[config.mk]
export PLATFORM = sky130hd
export DESIGN_NAME = game_sequencer_flat
export DESIGN_NICKNAME = d
export VERILOG_FILES = /design/src/rtl/game_sequencer_if.sv /design/src/rtl/game_sequencer.sv /design/src/flat_wrapper.sv
export SDC_FILE = /design/constraint.sdc
export NUM_CORES = 1
export LEC_CHECK = 0
export ABC_AREA = 0
export BUFFER_PORTS_ARGS = -buffer_cell sky130_fd_sc_hd__buf_2
export CAP_MARGIN = 25
export CELL_PAD_IN_SITES_DETAIL_PLACEMENT = 2
export CELL_PAD_IN_SITES_GLOBAL_PLACEMENT = 2
export CORE_ASPECT_RATIO = 1.25
export CORE_MARGIN = 8
export CORE_UTILIZATION = 30
export CTS_BUF_LIST = sky130_fd_sc_hd__clkbuf_4 sky130_fd_sc_hd__clkbuf_8
export CTS_CLUSTER_SIZE = 40
export DETAILED_ROUTE_END_ITERATION = 6
export PLACE_DENSITY_LB_ADDON = 0.12
export SYNTH_ARGS = -nofsm -noshare
export SYNTH_HDL_FRONTEND = slang
export SYNTH_SLANG_ARGS = --single-unit
[constraint.sdc]
create_clock -name clk -period 2.8 [get_ports clk]
set_input_delay 0.42 -clock clk [delete_from_list [all_inputs] [get_ports clk]]
set_output_delay 0.42 -clock clk [all_outputs]
set_load 0.05 [all_outputs]
[src/rtl/game_sequencer_if.sv]
// rtl/game_sequencer_if.sv - button inputs, collision input and game-flow outputs of game_sequencer
interface game_sequencer_if;
  logic       start_btn;
  logic       pause_btn;
  logic       pacman_is_dead;
  logic       pacman_tick;
  logic       ghost_tick;
  logic       respawn;
  logic [1:0] lives;
  logic [2:0] game_state;
  logic       game_over;
  logic       paused;

  modport master (
    input  start_btn, pause_btn, pacman_is_dead,
    output pacman_tick, ghost_tick, respawn, lives, game_state, game_over, paused
  );

  modport slave (
    output start_btn, pause_btn, pacman_is_dead,
    input  pacman_tick, ghost_tick, respawn, lives, game_state, game_over, paused
  );
endinterface

[src/rtl/game_sequencer.sv]
// rtl/game_sequencer.sv - Pac-Man round FSM, move strobes, respawn pulse and lives
// Optional pause feature is built only when GAME_PAUSE_EN is defined.
module game_sequencer #(
  parameter int unsigned PAC_DIV      = 4,
  parameter int unsigned GHOST_DIV    = 6,
  parameter int unsigned READY_CYCLES = 16,
  parameter int unsigned DEATH_CYCLES = 32,
  parameter int unsigned START_LIVES  = 3
) (
  input  logic               clk,
  input  logic               rst,
  game_sequencer_if.master   bus
);

  typedef enum logic [2:0] {
    S_IDLE  = 3'd0,
    S_READY = 3'd1,
    S_PLAY  = 3'd2,
    S_DYING = 3'd3,
    S_OVER  = 3'd4
  } state_t;

  localparam logic [23:0] PAC_LAST   = 24'(PAC_DIV - 1);
  localparam logic [23:0] GHOST_LAST = 24'(GHOST_DIV - 1);
  localparam logic [23:0] READY_LAST = 24'(READY_CYCLES - 1);
  localparam logic [23:0] DEATH_LAST = 24'(DEATH_CYCLES - 1);
  localparam logic [1:0]  LIVES_INIT = 2'(START_LIVES);

  state_t      state;
  state_t      state_next;
  logic [23:0] phase_cnt;
  logic [23:0] pac_cnt;
  logic [23:0] ghost_cnt;
  logic [1:0]  lives;
  logic        start_prev;
  logic        start_edge;
  logic        paused;
  logic        running;
  logic        pac_hit;
  logic        ghost_hit;

  assign start_edge = bus.start_btn & ~start_prev;
  assign running    = (state == S_PLAY) & ~paused;
  assign pac_hit    = (pac_cnt == PAC_LAST);
  assign ghost_hit  = (ghost_cnt == GHOST_LAST);

`ifdef GAME_PAUSE_EN
  logic pause_prev;
  logic pause_edge;

  assign pause_edge = bus.pause_btn & ~pause_prev;

  always_ff @(posedge clk) begin
    if (rst) begin
      pause_prev <= 1'b1;
      paused     <= 1'b0;
    end else begin
      pause_prev <= bus.pause_btn;
      if (state_next != S_PLAY)
        paused <= 1'b0;
      else if ((state == S_PLAY) && pause_edge)
        paused <= ~paused;
    end
  end
`else
  logic unused_pause;
  assign unused_pause = bus.pause_btn;
  assign paused       = 1'b0;
`endif

  always_ff @(posedge clk) begin
    if (rst)
      state <= S_IDLE;
    else
      state <= state_next;
  end

  always_comb begin
    state_next = state;
    unique case (state)
      S_IDLE:  if (start_edge) state_next = S_READY;
      S_READY: if (phase_cnt == READY_LAST) state_next = S_PLAY;
      S_PLAY:  if (bus.pacman_is_dead && !paused) state_next = S_DYING;
      // lives has already been decremented on entry to DYING
      S_DYING: if (phase_cnt == DEATH_LAST) state_next = (lives == 2'd0) ? S_OVER : S_READY;
      S_OVER:  if (start_edge) state_next = S_READY;
      default: state_next = S_IDLE;
    endcase
  end

  always_ff @(posedge clk) begin
    if (rst) begin
      start_prev <= 1'b1;
      lives      <= LIVES_INIT;
      phase_cnt  <= '0;
      pac_cnt    <= '0;
      ghost_cnt  <= '0;
    end else begin
      start_prev <= bus.start_btn;

      if ((state_next != state) || !((state == S_READY) || (state == S_DYING)))
        phase_cnt <= '0;
      else
        phase_cnt <= phase_cnt + 24'd1;

      // dividers hold while paused so play resumes mid-step
      if (state_next != state) begin
        pac_cnt   <= '0;
        ghost_cnt <= '0;
      end else if (running) begin
        pac_cnt   <= pac_hit   ? 24'd0 : pac_cnt + 24'd1;
        ghost_cnt <= ghost_hit ? 24'd0 : ghost_cnt + 24'd1;
      end

      if ((state == S_PLAY) && (state_next == S_DYING) && (lives != 2'd0))
        lives <= lives - 2'd1;
      else if ((state == S_OVER) && (state_next == S_READY))
        lives <= LIVES_INIT;
    end
  end

  always_comb begin
    bus.game_state  = state;
    bus.lives       = lives;
    bus.pacman_tick = running & pac_hit;
    bus.ghost_tick  = running & ghost_hit;
    bus.respawn     = (state == S_READY) && (phase_cnt == 24'd0);
    bus.game_over   = (state == S_OVER);
    bus.paused      = paused;
  end

endmodule

[src/flat_wrapper.sv]
// flat-port wrapper written by rule: the top's interface ports become plain ports
module game_sequencer_flat 
#(
  parameter int unsigned PAC_DIV      = 4,
  parameter int unsigned GHOST_DIV    = 6,
  parameter int unsigned READY_CYCLES = 16,
  parameter int unsigned DEATH_CYCLES = 32,
  parameter int unsigned START_LIVES  = 3
)
  (clk, rst, bus_start_btn, bus_pause_btn, bus_pacman_is_dead, bus_pacman_tick, bus_ghost_tick, bus_respawn, bus_lives, bus_game_state, bus_game_over, bus_paused);
  game_sequencer_if bus_i ();
  input  logic clk;
  input  logic rst;
  input wire logic [$bits(bus_i.start_btn)-1:0] bus_start_btn;
  input wire logic [$bits(bus_i.pause_btn)-1:0] bus_pause_btn;
  input wire logic [$bits(bus_i.pacman_is_dead)-1:0] bus_pacman_is_dead;
  output wire logic [$bits(bus_i.pacman_tick)-1:0] bus_pacman_tick;
  output wire logic [$bits(bus_i.ghost_tick)-1:0] bus_ghost_tick;
  output wire logic [$bits(bus_i.respawn)-1:0] bus_respawn;
  output wire logic [$bits(bus_i.lives)-1:0] bus_lives;
  output wire logic [$bits(bus_i.game_state)-1:0] bus_game_state;
  output wire logic [$bits(bus_i.game_over)-1:0] bus_game_over;
  output wire logic [$bits(bus_i.paused)-1:0] bus_paused;
  assign bus_i.start_btn = bus_start_btn;
  assign bus_i.pause_btn = bus_pause_btn;
  assign bus_i.pacman_is_dead = bus_pacman_is_dead;
  assign bus_pacman_tick = bus_i.pacman_tick;
  assign bus_ghost_tick = bus_i.ghost_tick;
  assign bus_respawn = bus_i.respawn;
  assign bus_lives = bus_i.lives;
  assign bus_game_state = bus_i.game_state;
  assign bus_game_over = bus_i.game_over;
  assign bus_paused = bus_i.paused;
  game_sequencer #(.PAC_DIV(PAC_DIV), .GHOST_DIV(GHOST_DIV), .READY_CYCLES(READY_CYCLES), .DEATH_CYCLES(DEATH_CYCLES), .START_LIVES(START_LIVES)) u_core (.clk(clk), .rst(rst), .bus(bus_i));
endmodule
==> metrics.txt <==
worst reg2reg path startpoint u_core.phase_cnt[0]; Leakage Power around 1.4 nW; area delta synth->final 10.5%; CP startpoint u_core.pac_cnt[20]; Starting Density 0.303; Fillers between 1000 and 1500; count leader, synth nor2_1; CTS clk-pin slew, worst paths 80 ps; hold path start bus_start_btn; status completed; Fin. Hold Viols 0; Worst slew margin 0.531; Synth area leaders dfxtp_1 41%, nor2_1 9.6%, xnor2_1 9.0%; Die Ht 142 microns; Vias/cell 4.94; number of setup buffers added after CTS 0; Crit Path Category reg -> out; CTS Root Cell clkbuf_8; largest net degree at the start of global routing 42; RSZ-0062 raised after global routing no; htree depth 3; Slew Viols, Final 0; final period demand of the worst path 2480 ps; antenna violation net count after detailed routing 0; final core utilization 0.335; post-synthesis mux area share 0.0105; dpl hpwl 6.85 mm; initial DRC count 82; FP Rows 46; Async SR Flop Fraction 0; Syn Inst Count 444; adder-cell share of the synthesized area 0.0197; routed wire length 9.55 mm; Compound-Gate Fraction of Synth Area 0.0220; FMAX 404 MHz; register bit count reported by yosys 78; max-cap viol count 0; xor-xnor portion of the synthesized cell area 0.157; largest family of logic cells by synthesized area simple AND/OR/NAND/NOR gates; drt pass-1 iters 4; WP data arrival a little over 2000 ps; period utilisation layout 0.884; Worst Setup EP bus_pacman_tick; GR Layer Usage met2 0.229; DRC errors left 0; Yosys top cell area share 0.410; I/O pin count 15; crit-path max FO 3; setup_tns 0 ps; Mapped Area 3800 sq um; cells on worst reg2reg path 7; Synthesized Nets 455; # port buffers 12; sequential area share after synthesis 0.410; endpoints failing setup 0; Hold Buf Count CTS 0; Remaining Overflow, GRT 0; CP startpoint kind flip-flop; r2r endpoint u_core.ghost_cnt[15]; RePlAce Congestion approximately 0.71; layer with the highest usage met2; # nets final 465; worst vdd ir 0.183 mV; Worst-Margin Slew 697 ps; Post-synth EDFFs 0; Syn Area/Cell around 8.6 sq um; Clock Latency Late Sink 370 ps; Synth Area in Simple Gates 0.337; synth cell count leaders 97 x nor2_1, 78 x dfxtp_1, 39 x xnor2_1; clock tree buffer depth 2; share of cells above drive strength 1 0.105; Worst EP required 2380 ps; Clock Skews between 8 and 9 ps; yosys warns 0; reg-to-reg slack, setup 730 ps; post-CTS resize count 0; core area 12500 sq um; pwr/cell area ~470 nW/um^2; CTS tree done; area leader, netlist dfxtp_1; Num Clock Sinks between 70 and 80; global-route wire length before repair 16.4 mm; # diodes 0; GR Layer Usage met3 0.0234; via count of the routed design 3094; type of the worst min-delay path in -> reg; wire length per cell around 15 microns; vias in the first global route 3424; Die X roughly 120 microns; Die Footprint approximately 17000 sq um; Main synth FF type dfxtp_1; Global Route Usage Sum 0.126; nature of the critical path endpoint primary output; initial antenna violation count 0; global routing usage on met1 0.133; total CTS buffers 9; Unique masters post-synth 44
==> report_power, final <==
part           leakage (nW)  switching [mW]  internal (mW)
registers             0.628         0.00405           1.11
logic                 0.691          0.0435         0.0152
clock network        0.0968           0.411          0.395
==> layout by cell type, fill, tap and decap left out, types with 4 or more instances in the layout <==
cell type and count:
xor2_1 29, and3_1 5, and4_1 10, nor3_1 14, nor2_1 97, clkbuf_8 11, xnor2_1 39, mux2i_1 4
buf_2 12, dfxtp_1 78, nand3_1 25, nand4_1 19, nand2_1 27, inv_1 17, ha_1 6, nor4_1 15
==> sequential cells by signal, indices dropped and copies added, names as in the netlist <==
register,count
u_core.start_prev,1
u_core.bus.game_state,3
u_core.pac_cnt,24
u_core.ghost_cnt,24
u_core.phase_cnt,24
u_core.bus.lives,2
==> cells by family after synthesis <==
family	count (synthesis)
xor+xnor	68
other cells	1
fa+ha+maj	6
compound gates	11
mux	4
buf+inv	34
flops	78
simple gates	242
==> worst min-delay path by stage <==
stage / endpoint / slack [ps] / depth (start not counted)
floorplan: u_core.phase_cnt[0] / 440 / 1
global placement: u_core.phase_cnt[0] / 470 / 1
detailed placement: u_core.phase_cnt[0] / 480 / 1
CTS: u_core.start_prev / 240 / 2
global route: u_core.start_prev / 260 / 2
finish: u_core.start_prev / 270 / 2
==> per-stage QoR <==
step | area [sq um] | hold slack, ps | setup slack (ps) | total power [mW] | instances
global route | 4200 | 263 | 173 | 2.06 | 626
detailed placement | 4030 | 484 | 726 | 1.20 | 611
CTS | 4200 | 239 | 298 | 2.04 | 626
global placement | 4030 | 466 | 749 | 1.20 | 611
floorplan | 3810 | 442 | 158 | 1.18 | 444
finish | 4200 | 267 | 325 | 1.98 | 626
==> layout make-up <==
class                      count  area (sq um)  area share
inverter                      17          63.8      0.0152
clock inverter                 1          5.00     0.00119
timing repair buffer          16           103      0.0244
clock buffer                  14           174      0.0414
sequential                    78          1560       0.371
tap                          168           210      0.0500
multi-input combinational    332          2090       0.496
==> layer usage <==
metal / routed length (microns) / vias up
met4: 202 / 0
met2: 5080 / 17
met1: 4100 / 1535
met3: 171 / 13
met5: 0 / -
li1: - / 1529
==> critical path, cell delays in order (launching register included) <==
cell and delay [ps]:
dfxtp_1 340, nor4_1 420, nand4_1 160, nor3_1 420, buf_2 350
(Power assumes the default switching activity.)
